**src/rtl/sha256_sched_pkg.sv**
```systemverilog
// Shared types and constants for the SHA-256 job scheduler.
package sha256_sched_pkg;

    typedef enum logic [1:0] {
        IDLE     = 2'd0,
        START    = 2'd1,
        ACK_WAIT = 2'd2,
        RUN      = 2'd3
    } state_t;

    localparam int DEFAULT_ADDR_W        = 16;
    localparam int DEFAULT_START_TIMEOUT = 4;
    localparam int CNT_W                 = 32;
    localparam logic [CNT_W-1:0] CNT_MAX = '1;

endpackage

```
**src/rtl/sha256_rr_pick.sv**
```systemverilog
// Rotating-priority picker: the first pending requester at or after the pointer wins.
module sha256_rr_pick #(
    parameter  int NUM_REQ = 4,
    localparam int IDX_W   = $clog2(NUM_REQ)
) (
    input  logic [NUM_REQ-1:0] pending,
    input  logic [IDX_W-1:0]   pointer,
    output logic               any,
    output logic [IDX_W-1:0]   grant
);

    logic [IDX_W:0] idx;

    // Walk offsets from farthest to nearest so the nearest pending slot overwrites the rest.
    always_comb begin
        any   = |pending;
        grant = '0;
        idx   = '0;
        for (int k = NUM_REQ - 1; k >= 0; k--) begin
            idx = {1'b0, pointer} + (IDX_W + 1)'(k);
            if (idx >= (IDX_W + 1)'(NUM_REQ)) begin
                idx = idx - (IDX_W + 1)'(NUM_REQ);
            end
            if (pending[idx[IDX_W-1:0]]) begin
                grant = idx[IDX_W-1:0];
            end
        end
    end

endmodule

```
**src/rtl/sha256_job_scheduler.sv**
```systemverilog
// Shares one SHA-256 core between NUM_REQ requesters: one queued job per requester,
// round-robin grant, core start/done handshake, completion pulses and job latency.
module sha256_job_scheduler
    import sha256_sched_pkg::*;
#(
    parameter  int NUM_REQ       = 4,
    parameter  int ADDR_W        = DEFAULT_ADDR_W,
    parameter  int START_TIMEOUT = DEFAULT_START_TIMEOUT,
    localparam int IDX_W         = $clog2(NUM_REQ)
) (
    input  logic                      clk,
    input  logic                      reset_n,
    input  logic [NUM_REQ-1:0]        req_valid,
    output logic [NUM_REQ-1:0]        req_ready,
    input  logic [NUM_REQ*ADDR_W-1:0] req_msg_addr,
    input  logic [NUM_REQ*ADDR_W-1:0] req_out_addr,
    output logic [NUM_REQ-1:0]        cmp_done,
    output logic [NUM_REQ-1:0]        cmp_err,
    output logic                      core_start,
    output logic [ADDR_W-1:0]         core_message_addr,
    output logic [ADDR_W-1:0]         core_output_addr,
    input  logic                      core_done,
    output logic                      busy,
    output logic [IDX_W-1:0]          grant_id,
    output logic [CNT_W-1:0]          last_cycles,
    output logic                      err_stall
);

    localparam int WAIT_W = $clog2(START_TIMEOUT + 1);

    state_t              state;
    state_t              state_next;
    logic [NUM_REQ-1:0]  pending;
    logic [NUM_REQ-1:0]  pending_next;
    logic [ADDR_W-1:0]   slot_msg [NUM_REQ];
    logic [ADDR_W-1:0]   slot_out [NUM_REQ];
    logic [IDX_W-1:0]    pointer;
    logic [CNT_W-1:0]    lat_cnt;
    logic [WAIT_W-1:0]   wait_cnt;
    logic                pick_any;
    logic [IDX_W-1:0]    pick_idx;
    logic                do_grant;
    logic                job_ok;
    logic                job_fail;
    logic                finish;

    sha256_rr_pick #(
        .NUM_REQ (NUM_REQ)
    ) u_pick (
        .pending (pending),
        .pointer (pointer),
        .any     (pick_any),
        .grant   (pick_idx)
    );

    // Next-state decode; a stuck-high core_done in ACK_WAIT ends the job as a failure.
    always_comb begin
        state_next = state;
        do_grant   = 1'b0;
        job_ok     = 1'b0;
        job_fail   = 1'b0;
        case (state)
            IDLE: begin
                if (pick_any && core_done) begin
                    state_next = START;
                    do_grant   = 1'b1;
                end
            end
            START: begin
                state_next = ACK_WAIT;
            end
            ACK_WAIT: begin
                if (!core_done) begin
                    state_next = RUN;
                end else if (wait_cnt == WAIT_W'(START_TIMEOUT)) begin
                    job_fail   = 1'b1;
                    state_next = IDLE;
                end
            end
            RUN: begin
                if (core_done) begin
                    job_ok     = 1'b1;
                    state_next = IDLE;
                end
            end
            default: begin
                state_next = IDLE;
            end
        endcase
        finish = job_ok | job_fail;
    end

    // Completion pulses go to the grantee in the same cycle the job ends.
    always_comb begin
        cmp_done           = '0;
        cmp_err            = '0;
        cmp_done[grant_id] = finish;
        cmp_err[grant_id]  = job_fail;
    end

    // Slot occupancy: accepts set, completion of the grantee clears (a same-cycle valid sees ready=0).
    always_comb begin
        pending_next = pending;
        for (int i = 0; i < NUM_REQ; i++) begin
            if (req_valid[i] && req_ready[i]) begin
                pending_next[i] = 1'b1;
            end
        end
        if (finish) begin
            pending_next[grant_id] = 1'b0;
        end
    end

    // State register.
    always_ff @(posedge clk or negedge reset_n) begin
        if (!reset_n) begin
            state <= IDLE;
        end else begin
            state <= state_next;
        end
    end

    // Pending bits, registered ready, and address latching on accept.
    always_ff @(posedge clk or negedge reset_n) begin
        if (!reset_n) begin
            pending   <= '0;
            req_ready <= '1;
            for (int i = 0; i < NUM_REQ; i++) begin
                slot_msg[i] <= '0;
                slot_out[i] <= '0;
            end
        end else begin
            pending   <= pending_next;
            req_ready <= ~pending_next;
            for (int i = 0; i < NUM_REQ; i++) begin
                if (req_valid[i] && req_ready[i]) begin
                    slot_msg[i] <= req_msg_addr[i*ADDR_W +: ADDR_W];
                    slot_out[i] <= req_out_addr[i*ADDR_W +: ADDR_W];
                end
            end
        end
    end

    // Grant capture, core pins, latency/ack counters, pointer advance and status.
    always_ff @(posedge clk or negedge reset_n) begin
        if (!reset_n) begin
            grant_id          <= '0;
            pointer           <= '0;
            core_message_addr <= '0;
            core_output_addr  <= '0;
            core_start        <= 1'b0;
            busy              <= 1'b0;
            lat_cnt           <= '0;
            wait_cnt          <= '0;
            last_cycles       <= '0;
            err_stall         <= 1'b0;
        end else begin
            core_start <= (state_next == START);
            busy       <= (state_next != IDLE);
            if (do_grant) begin
                grant_id          <= pick_idx;
                core_message_addr <= slot_msg[pick_idx];
                core_output_addr  <= slot_out[pick_idx];
                lat_cnt           <= CNT_W'(1);
                wait_cnt          <= '0;
            end else if (state != IDLE) begin
                if (lat_cnt != CNT_MAX) begin
                    lat_cnt <= lat_cnt + CNT_W'(1);
                end
                if (state == ACK_WAIT && core_done && !job_fail) begin
                    wait_cnt <= wait_cnt + WAIT_W'(1);
                end
            end
            if (finish) begin
                pointer <= (grant_id == IDX_W'(NUM_REQ - 1)) ? '0 : grant_id + IDX_W'(1);
            end
            if (job_ok) begin
                last_cycles <= lat_cnt;
            end
            if (job_fail) begin
                err_stall <= 1'b1;
            end
        end
    end

endmodule

```
**config.mk**
```make
export PLATFORM = sky130hd
export DESIGN_NAME = sha256_job_scheduler
export DESIGN_NICKNAME = d
export VERILOG_FILES = /design/src/rtl/sha256_sched_pkg.sv /design/src/rtl/sha256_rr_pick.sv /design/src/rtl/sha256_job_scheduler.sv
export SDC_FILE = /design/constraint.sdc
export NUM_CORES = 1
export LEC_CHECK = 0
export BUFFER_PORTS_ARGS = -buffer_cell sky130_fd_sc_hd__buf_2
export CORE_ASPECT_RATIO = 0.5
export CORE_UTILIZATION = 48
export CTS_CLUSTER_SIZE = 10
export DETAILED_ROUTE_END_ITERATION = 12
export GPL_TIMING_DRIVEN = 0
export PLACE_DENSITY = 0.71
export SYNTH_ARGS = -nofsm -noshare
export SYNTH_HDL_FRONTEND = slang
export SYNTH_SLANG_ARGS = --single-unit
```
**constraint.sdc**
```tcl
create_clock -name clk -period 3.55 [get_ports clk]
set_clock_uncertainty 0.1 [all_clocks]
set_input_delay 0.355 -clock clk [delete_from_list [all_inputs] [get_ports clk]]
set_output_delay 0.355 -clock clk [all_outputs]
set_load 0.02 [all_outputs]
```
== Yosys cells after proc, flatten, opt, wreduce, memory -nomap -nowiden ==
Index checks and enable logic that the tools add are counted.
Operators by class
  add/sub/neg operators: 10
  multipliers: 0
  div/mod/pow operators: 0
  magnitude comparators: 11
  eq/ne operators: 7
  shift-type cells: 0
  multiplexer cells: 48
  bitwise logic cells: 7
  reductions and logical operators: 18
Operators by type and width (count)
  2-to-1 mux 32 bit: 3
  binary-select mux 16 bit (select 2 bit): 2
  2-to-1 mux 16 bit: 4
  adder 32 x 1 -> 32 bit, second input constant: 1
  inequality test 32 bit, second input constant: 1
  2-to-1 mux 2 bit: 13
  2-to-1 mux 1 bit: 16
  less-than comparator 2 x 3 -> 1 bit, second input constant: 5
  AND 4 bit: 3
  greater-or-equal comparator 3 bit, second input constant: 4
  nonzero test 2 bit: 5
  2-to-1 mux 3 bit: 3
  binary-select mux 1 bit (select 2 bit): 4
  logical AND 1 bit: 8
  NOT 4 bit: 2
  case mux 2 bit (4 select lines): 1
  subtractor 2 x 1 -> 2 bit, second input constant: 4
  adder 2 x 2 -> 3 bit, second input constant: 2
  == test 2 bit, second input constant: 3
  == test 2 x 1 -> 1 bit, second input constant: 2
  2-to-1 mux 4 bit: 1
  AND reduction 2 bit: 2
  OR reduction 4 bit: 1
  adder 2 x 1 -> 3 bit, second input constant: 1
  10 further kinds: 10
Word-level totals
  bits in registers: 244
  bits in latches: 0
  RAM bits: 0
  ROM bits: 0
  input bits: 135
  output and inout bits: 81
  word-level logic and storage cells: 122
  memories: 0

== Depth between registers and ports, before layout ==
Gate-level depths: netlist of run 1.
  depth after elaboration: 13
  gate-level depth with buffers: 8
  depth with buffers taken out: 7

== By module ==
A second synthesis of run 1 with hierarchy kept.
Unflattened totals
  cells, all modules: 822
  area total of the unflattened synthesis: 10640.2 µm²
By module, submodules not included
  sha256_job_scheduler: times used 1, cells an instance 809, area each 10562.6 µm²
  sha256_rr_pick: times used 1, cells an instance 13, area each 77.6 µm²

== Worst setup path after synthesis of run 1 ==
No wires, ideal clock.
  path kind: reg2reg
  start point: register lat_cnt[0]
  end point: register lat_cnt[6]
  setup time: 0.079 ns
  data arrival time: 1.755 ns
  data required time: 3.371 ns
  path slack: 1.616 ns
  stages on the path, launching flop included: 9
  path buffers: 2
  cell sequence: dfrtp_1 ha_1 and2_1 nand3_2 and4b_1 buf_4 buf_6 nor3_1 mux2i_1
Between the ends
  longest elaborated chain between the ends: 4
  elaborated cells on any way between the ends: 7
  classes of those cells: 1 x add/sub; 1 x eq/ne; 3 x mux; 2 x reduce/logical
RTL lines
  start, declared: line sha256_job_scheduler.sv:38  | logic [CNT_W-1:0] lat_cnt;
  start signal, assigned: line sha256_job_scheduler.sv:168  | lat_cnt <= lat_cnt + CNT_W'(1);
  adder 32 x 1 -> 32 bit: line sha256_job_scheduler.sv:168
  2-to-1 mux 32 bit: line sha256_job_scheduler.sv:167  | if (lat_cnt != CNT_MAX) begin
  2-to-1 mux 32 bit: line sha256_job_scheduler.sv:166  | end else if (state != IDLE) begin
  2-to-1 mux 32 bit: line sha256_job_scheduler.sv:160  | if (do_grant) begin
Several ways; a longest one is shown, not always the timed one. The select of a mux whose other input is x is not followed.
A chain may end at the register's enable or synchronous reset.

== Worst setup path in the final report of run 1 ==
  start point: register wait_cnt[0]
  end point: output port cmp_done[0]
Between the ends
  longest elaborated chain between the ends: 6
RTL lines
  start, declared: line sha256_job_scheduler.sv:39  | logic [WAIT_W-1:0] wait_cnt;
  start signal, assigned: line sha256_job_scheduler.sv:171  | wait_cnt <= wait_cnt + WAIT_W'(1);
  == test 3 bit: line sha256_job_scheduler.sv:75  | end else if (wait_cnt == WAIT_W'(START_TIMEOUT)) begin
  2-to-1 mux 1 bit: line sha256_job_scheduler.sv:75
  2-to-1 mux 1 bit: line sha256_job_scheduler.sv:73  | if (!core_done) begin
  2-to-1 mux 1 bit: line sha256_job_scheduler.sv:62  | case (state)
  OR 1 bit: line sha256_job_scheduler.sv:90  | finish = job_ok | job_fail;
  AND 4 bit (no source line)
  end, declared: line sha256_job_scheduler.sv:17  | output logic [NUM_REQ-1:0] cmp_done,
Every way passes these cells.

==> results_dict.tcl, run 1 <==
set metrics [dict create \
    status "completed" \
    finalHoldViolCount 0 \
    numCtsBuffers 28 \
    ir_worst_vdd_mv 0.386 \
    yosysTopAreaCell "dfrtp_1" \
    clkLatencyLatePin_ns 0.54 \
    cts_max_level 1 \
    final_cells 1492 \
    worst_path_dominant_cell_family "simple AND/OR/NAND/NOR gates" \
    path_max_fanout 6 \
    cts_root_buf "clkbuf_16" \
    intPower_w 0.00747 \
    hp-class "input port to register" \
    syn_nets 945 \
    synth.top_cell.area_share_pct 56.7 \
    fin_hold_ws_ns 0.0361 \
    p_clk_share_pct 23.0 \
    dp_cells 1312 \
    fmax_ghz 0.384 \
    finalCritPeriodShare_pct 73.3 \
    antenna_left 0 \
    drt_iter0_markers 504 \
    synth_cells 803 \
    syn_avg_cell_area_um2 13.2 \
    critPathSlowestCell "dfrtp_1" \
    swShare_pct 34.7 \
    sequentialPowerShare_pct 41.1 \
    cp_common_cell "inv_1" \
    clk_pin_slew_ns 0.06 \
    p_switching_w 0.00397 \
    fin_util_pct 67.4 \
    viasPerCell 5.38 \
    ys_warn_count 0 \
    layout-drive-gt1-share_pct 37.0 \
    die_y_um 107 \
    ios 216 \
    cts_tree "built" \
    crit_path_cell_trace "inv_1 -> ha_1 -> a21oi_1 -> nor2_1 -> nand2_1 -> inv_1 -> buf_2" \
    netlist_top_cells_count "240 x dfrtp_1, 161 x mux2_2, 72 x mux2i_1" \
    grt_usage_pct 26.1 \
    p_per_area_mw_per_mm2 805 \
    post-synth-top-count-cell "dfrtp_1" \
    grt.overflow.total 0 \
    dr.pass1.iters 4 \
    areaGrowthSynthToFinish_pct 34.1 \
    setup_tns_ns 0 \
    port-buffer-count 215 \
    critPathKind "register to output pin" \
    yosys-top-cells-area "dfrtp_1 57%, mux2_2 17%, mux2i_1 6.8%" \
    finalSetupViolations 0 \
    grt_antenna_before_repair 1 \
    cts_setup_buffers 0 \
    place.gp.congestion 0.830 \
    cts_buffer_depth 3 \
    synth_edf_count 0 \
    cap_violations 0 \
    tightestPinTransition_ns 0.814 \
    syn-cell-area_mm2 0.0106 \
    final_nets 1321 \
    via_count 8024 \
    required_ns 3.09 \
    drcViolationCount 0 \
    numClockSinks 244 \
    die_w_um 212 \
    synthArstFlopShare_pct 100 \
    wl_per_cell_um 19.2 \
    rows 37 \
    seq_area_frac_synth_pct 57.7 \
    ys.flop_type "dfrtp_1" \
    end_kind "output pin" \
    rsz0062_at_grt "no" \
    start_util_pct 50.3 \
    synth-seq-cells 244 \
    cp_num_buf_inv 3 \
    startpoint_type "register" \
    p_leak_nw 6.72 \
    drv_slew 0 \
    coreArea_mm2 0.0211 \
    slowest_delay_ns 0.38 \
    grt_pass1_vias 8664 \
    postRouteWirelength_um 28600 \
    slew_headroom_pct 45.7 \
    grt_max_degree 113 \
    p_comb_share_pct 36.0 \
    dieArea_mm2 0.0227 \
    period_needed_ns 2.60 \
    grt_pass1_wl_um 45700 \
    hpwlAfterDp_um 18400 \
    arrival_ns 2.15 \
    ys_types 53 \
]
## layout by cell type (no fill, tap or decap), types with 12 or more instances in the layout
master,count
a21oi_1,13
clkbuf_1,46
clkbuf_16,29
dfrtp_1,240
o21ai_0,12
nand2_1,61
nor2_1,24
mux2_2,161
o221ai_1,32
dlygate4sd3_1,129
mux2i_1,72
inv_1,15
buf_2,222
## cell families after synthesis
| logic type | synth area share, % |
|---|---|
| and+or+nand+nor | 7.83 |
| adders and majority gates | 0.826 |
| buffers and inverters | 2.75 |
| muxes | 23.9 |
| xor gates and xnor gates | 0.827 |
| DFF | 57.7 |
| AOI/OAI and AO/OA | 6.20 |
## area by class of cell
type / count / area (um2)
Multi-Input combinational cell: 497 / 4200
Inverter: 15 / 56.3
Timing Repair Buffer: 346 / 2430
Antenna cell: 1 / 2.50
Tap cell: 292 / 365
Buffer: 47 / 235
Clock buffer: 49 / 801
Sequential cell: 244 / 6110
Clock inverter: 1 / 8.76
Fill cell: 1553 / 6860
## stage by stage
stage	cell area [um2]	power [W]	setup WS [ns]
after floorplan	10600	0.00740	1.62
after global placement	12000	0.00849	-2.18
after detailed placement	12100	0.00866	1.04
after CTS	14200	0.0114	0.923
after global routing	14200	0.0121	0.773
final	14200	0.0114	0.948
## worst reg2reg max path, cell delays in order, from the launching register on
cell and delay, ns:
dfrtp_1 0.42, or2_1 0.27, o311ai_2 0.45, inv_1 0.10, clkbuf_1 0.28, nand2_1 0.28, buf_2 0.33, o221ai_1 0.15
## power by group through the flow
stage	Combinational [W]	Sequential (W)	Clock, W
5_1_grt	0.00445	0.00484	0.00279
2_1_floorplan	0.00252	0.00489	0
6_report	0.00411	0.00470	0.00263
4_1_cts	0.00409	0.00467	0.00266
3_3_place_gp	0.00385	0.00465	0
3_5_place_dp	0.00396	0.00470	0
## sequential cells by signal, indices dropped and copies added (netlist names), 2 cells and up
signal and cells:
slot_msg 64, slot_out 64, last_cycles 32, lat_cnt 32, core_message_addr 16, core_output_addr 16, pending 4, req_ready 4
wait_cnt 3, grant_id 2, pointer 2, state 2
## final timing paths
kind | start | end | slack [ns] | depth (start not counted)
setup / recovery | wait_cnt[0] | cmp_done[0] | 0.95 | 7
min in group asynchronous | reset_n | slot_msg[16] | 0.25 | 2
hold reg to reg | err_stall | err_stall | 0.36 | 1
hold / removal | core_done | state[0] | 0.04 | 2
setup reg to reg | pending[3] | core_message_addr[5] | 1.02 | 7
max in group asynchronous | reset_n | last_cycles[27] | 1.82 | 4
## routing by layer
layer | global-route usage, % | vias to the layer above | part of all wire (%) | wire (um)
met2 | 45.3 | 210 | 50 | 14400
li1 | - | 3670 | - | -
met4 | 9.32 | 0 | 3.0 | 852
met1 | 32.8 | 4070 | 43 | 12200
met5 | 0 | - | 0 | 0
met3 | 4.92 | 74 | 4.2 | 1210
## timing repair
| action | CTS | global route |
|---|---|---|
| resized for setup | 0 | 0 |
| hold endpoints to repair | 194 | 0 |
| hold buffers | 129 | 0 |
(Power assumes the default switching activity.)
==> run 2, diff against run 1 <==
ABC_AREA = 1   (was default)
clock period = 2.7 ns   (was 3.55 ns; I/O delays follow)
==> results_dict.tcl, run 2 <==
set metrics [dict create \
    status "completed" \
    fmax_ghz 0.399 \
    ys_types 31 \
    fin_util_pct 65.5 \
    reg2reg_setup_slack_ns 0.29 \
    layout-drive-gt1-share_pct 17.1 \
    cts_root_buf "clkbuf_16" \
    synth.top_cell.area_share_pct 51.8 \
    synth_simple_gate_area_share_pct 26.7 \
    p_per_area_mw_per_mm2 1170 \
    synth_cells 1480 \
    grt_max_degree 106 \
    ys_warn_count 0 \
    crit_path_cell_trace "inv_1 -> ha_1 -> nand2_1 -> nor3_1 -> inv_1 -> nand2_2 -> inv_1 -> nor2_1 -> buf_2" \
    post-synth-top-count-cell "nand2_1" \
    cts_buffer_depth 3 \
    ff_latch_area_mm2 0.00611 \
    r2r-end "lat_cnt[9]" \
    finalCritPeriodShare_pct 92.8 \
    busiest_layer "met2" \
    synth_compound_area_share_pct 9.46 \
    yosysTopAreaCell "dfrtp_1" \
    rows 39 \
    synthArstFlopShare_pct 100 \
    hpwlAfterDp_um 25600 \
    hp-class "input port to async pin" \
    syn-cell-area_mm2 0.0116 \
    dp_cells 2004 \
    grt_pass1_wl_um 60200 \
    synth_top_family_by_area "simple AND/OR/NAND/NOR gates" \
    met1_usage_pct 39.5 \
    synth-seq-cells 244 \
    cap_violations 0 \
    wl_per_cell_um 17.1 \
    p_leak_nw 7.64 \
    coreArea_mm2 0.0233 \
    ios 216 \
    end_kind "output pin" \
    ys.flop_type "dfrtp_1" \
    finalHoldViolCount 0 \
    dieArea_mm2 0.0248 \
    dr.pass1.iters 5 \
    antenna_left 0 \
    syn_nets 1622 \
    clkLatencyLatePin_ns 0.57 \
    finalInstanceArea_mm2 0.0153 \
    use_met2_pct 51.5 \
    cts_max_level 1 \
    synth_xor_area_share_pct 0.377 \
    grt_pass1_vias 11794 \
    drt_iter0_markers 1074 \
    cp_common_cell "inv_1" \
    arrival_ns 2.14 \
    path_max_fanout 8 \
    cts_tree "built" \
    via_count 11575 \
    numCtsBuffers 28 \
    startpoint "wait_cnt[0]" \
    yosys-top-cells-area "dfrtp_1 52%, nand2_1 15%, o21ai_0 8.1%" \
    final_nets 1999 \
    seq_area_frac_synth_pct 52.7 \
    netlist_top_cells_count "451 x nand2_1, 240 x dfrtp_1, 190 x inv_1" \
    slowest_delay_ns 0.38 \
    place.gp.congestion 0.948 \
    clk_pin_slew_ns 0.06 \
    numClockSinks 244 \
    grt.overflow.total 0 \
    required_ns 2.33 \
    drcViolationCount 0 \
    areaGrowthSynthToFinish_pct 31.5 \
    startpoint_type "register" \
    globalRouteMet3Util_pct 5.09 \
    largestRegisters "slot_msg: 64 flops, slot_out: 64 flops" \
    multiInputGateArea_mm2 0.00433 \
    die_w_um 222 \
    synth_edf_count 0 \
    critPathKind "register to output pin" \
    final_cells 2186 \
    drv_slew 0 \
    tightestPinTransition_ns 0.703 \
    syn_avg_cell_area_um2 7.84 \
    die_y_um 112 \
    rsz0062_at_grt "no" \
    setup_tns_ns 0 \
    r2r-start "lat_cnt[1]" \
    period_needed_ns 2.51 \
    start_util_pct 49.8 \
    postRouteWirelength_um 37400 \
    port-buffer-count 215 \
    ff2ff_path_depth 11 \
    grt_usage_pct 30.7 \
    placed_area_mm2 0.0131 \
    finalSetupViolations 0 \
    synth_fa_ha_area_share_pct 0.755 \
    ir_worst_vdd_mv 0.666 \
    synthMuxAreaShare_pct 0 \
    grt_antenna_before_repair 0 \
    slew_headroom_pct 53.1 \
    mostFrequentLayoutCell "nand2_1" \
    critPathSlowestCell "dfrtp_1" \
    viasPerCell 5.30 \
    fillers 1928 \
    mostFrequentLayoutCells "450 x nand2_1, 240 x dfrtp_1, 239 x buf_2" \
]
run 2: cell count changes after synthesis, sizes merged, moves of 72 or more:
| cell | change |
|---|---|
| nand2 | +408 |
| o21ai | +196 |
| inv | +181 |
| mux2 | -161 |
| nand3 | +143 |
| mux2i | -72 |
run 2: worst max path at each step:
| stage | endpoint | cells after the start |
|---|---|---|
| 2_1_floorplan | lat_cnt[7] | 11 |
| 6_report | cmp_done[2] | 9 |
| 4_1_cts | cmp_done[2] | 9 |
| 3_3_place_gp | core_output_addr[11] | 1 |
| 5_1_grt | cmp_done[2] | 9 |
| 3_5_place_dp | lat_cnt[9] | 7 |
run 2: final cells by class:
cell class | instances | share of cell area (%)
inverters | 196 | 4.86
diodes | 1 | 0.0164
plain buffers | 80 | 2.77
multi-input cells | 960 | 28.4
flip-flops and latches | 244 | 40.1
well taps | 307 | 2.52
clock buffers | 49 | 5.11
repair buffers | 347 | 16.0
clock inverters | 2 | 0.254
run 2: layer usage:
layer / wire length, um / part of all wire (%)
met5: 0 / 0
met4: 1630 / 4.3
met3: 2210 / 5.9
met2: 17700 / 47
met1: 15800 / 42
run 2: worst max-delay path: cells and delay by family, from the launching register on:
family / cells / cell delay, ns
simple gates: 4 / 0.52
buf+inv: 4 / 0.54
fa+ha+maj: 1 / 0.15
flops: 1 / 0.38
run 2: timing repair:
| item | CTS | global route |
|---|---|---|
| endpoints found under the hold margin | 191 | 0 |
| hold buffers | 130 | 0 |
| setup buffers | 0 | 0 |
| endpoints found under the setup margin | 0 | 9 |
| resized for setup | 0 | 4 |
run 2: kinds of logic after synthesis:
family | Yosys count
AO/OA/AOI/OAI | 217
buffers and inverters | 276
flip-flops | 244
AND/OR/NAND/NOR | 731
adder cells (fa/ha/maj) | 7
XOR/XNOR | 5
run 2: power by group:
part / leakage, nW / internal, W / switching, W
Sequential: 3.09 / 0.00505 / 0.000534
Combinational: 4.16 / 0.00296 / 0.00576
Clock: 0.385 / 0.00195 / 0.00155
Total: 7.64 / 0.00996 / 0.00784
run 2: stage by stage:
stage / total power (W) / worst slack, ns / hold WS [ns]
global placement: 0.0137 / -3.02 / 0.344
detailed placement: 0.0140 / 0.219 / 0.126
CTS: 0.0177 / 0.0897 / 0.130
finish: 0.0178 / 0.194 / 0.123
floorplan: 0.0115 / 0.887 / -0.126
global route: 0.0192 / 0.0407 / 0.152
==> run 3, diff against run 2 <==
CORE_MARGIN = 2   (was default)
==> results_dict.tcl, run 3 (synthesis results as in run 2) <==
set metrics [dict create \
    clkLatencyLatePin_ns 0.56 \
    crit_path_cell_trace "inv_1 -> ha_1 -> nand2_1 -> nor3_2 -> inv_1 -> nand2_2 -> inv_1 -> nor2_1 -> buf_2" \
    cts_setup_buffers 0 \
    hp-class "input port to async pin" \
    placed_area_mm2 0.0131 \
    cts_tree "built" \
    grt_usage_pct 29.5 \
    startpoint_type "register" \
    cts_root_buf "clkbuf_16" \
    dp_cells 2012 \
    tightestPinTransition_ns 0.839 \
    ios 216 \
    areaGrowthSynthToFinish_pct 31.5 \
    fmax_ghz 0.398 \
    cts_max_level 1 \
    numCtsBuffers 28 \
    final_nets 1999 \
    dieArea_mm2 0.0255 \
    critPathSlowestCell "dfrtp_1" \
    start_util_pct 48.6 \
    fin_hold_ws_ns 0.105 \
    clk_pin_slew_ns 0.06 \
    grt_antenna_before_repair 0 \
    finalSetupViolations 0 \
    wl_per_cell_um 16.8 \
    hpwlAfterDp_um 24500 \
    required_ns 2.33 \
    grt.overflow.total 0 \
    via_count 11431 \
    status "completed" \
    drv_slew 0 \
    grt_pass1_wl_um 58500 \
    fin_util_pct 63.9 \
    largestRegisters "slot_msg: 64 flops, slot_out: 64 flops" \
    slew_headroom_pct 44.0 \
    grt_max_degree 112 \
    final_cells 2194 \
    slowest_delay_ns 0.38 \
    cp_common_cell "inv_1" \
    antenna_left 0 \
    mostFrequentLayoutCells "450 x nand2_1, 240 x dfrtp_1, 239 x buf_2" \
    fillers 2038 \
    finalInstanceArea_mm2 0.0153 \
    arrival_ns 2.14 \
    drcViolationCount 0 \
    postRouteWirelength_um 36800 \
    drt_iter0_markers 1023 \
    port-buffer-count 215 \
    mostFrequentLayoutCell "nand2_1" \
    dr.pass1.iters 6 \
    p_leak_nw 7.64 \
    finalCritPeriodShare_pct 93.1 \
    period_needed_ns 2.51 \
    path_max_fanout 8 \
    cap_violations 0 \
    die_y_um 114 \
    numClockSinks 244 \
    die_w_um 224 \
    coreArea_mm2 0.0239 \
    ir_worst_vdd_mv 0.648 \
    layout-drive-gt1-share_pct 17.1 \
    critPathKind "register to output pin" \
    finalHoldViolCount 0 \
    antennaDiodeCount 0 \
    rsz0062_at_grt "no" \
    p_per_area_mw_per_mm2 1160 \
    place.gp.congestion 0.940 \
    rows 40 \
    viasPerCell 5.21 \
    cts_buffer_depth 3 \
    grt_pass1_vias 11149 \
    end_kind "output pin" \
    setup_tns_ns 0 \
]
[run 3: layer usage]
layer	vias up	routed length [um]	GRT usage, %
li1	5445	-	-
met1	5416	15700	38.8
met2	443	17500	48.4
met3	127	1870	4.51
met4	0	1710	14.3
met5	-	0	0
[run 3: power breakdown]
group / switching (W) / internal, W / total (W)
Combinational: 0.00568 / 0.00296 / 0.00864
Clock: 0.00154 / 0.00195 / 0.00349
Sequential: 0.000528 / 0.00505 / 0.00558
[run 3: layout make-up]
cell class	count	area [um2]	area share (%)
clock buffer	50	783	5.13
tap	315	394	2.58
timing repair buffer	347	2440	16.0
multi-input combinational	960	4340	28.4
sequential	244	6110	40.1
buffer	80	422	2.76
inverter	196	741	4.86
clock inverter	2	25.0	0.164
[run 3: final timing paths]
check	startpoint	endpoint	slack (ns)	cells after the start
min in group clk	req_valid[0]	slot_out[56]	0.27	5
worst min-delay path	reset_n	last_cycles[1]	0.10	2
worst min register to register	core_message_addr[4]	core_message_addr[4]	0.38	2
worst max register to register	lat_cnt[1]	lat_cnt[9]	0.26	11
worst max-delay path	wait_cnt[0]	cmp_done[0]	0.19	9
max in group asynchronous	reset_n	slot_out[27]	1.11	4
[run 3: repair_timing]
item                                   in CTS  in global routing
endpoints found under the hold margin     181                  0
hold buffers                              130                  0
setup endpoints to repair                   0                  4
gates resized for setup                     0                  2
[run 3: worst max-delay path: cells and delay by family (launching register included)]
family | cells | cell delay [ns]
adder cells (fa/ha/maj) | 1 | 0.16
buffers and inverters | 4 | 0.54
flip-flops | 1 | 0.38
AND/OR/NAND/NOR | 4 | 0.51
[run 3: per-stage QoR]
| step | power [W] | worst slack, ns |
|---|---|---|
| CTS | 0.0176 | 0.0549 |
| floorplan | 0.0115 | 0.887 |
| global placement | 0.0138 | -3.13 |
| global route | 0.0191 | 0.0117 |
| detailed placement | 0.0139 | 0.269 |
| finish | 0.0177 | 0.186 |
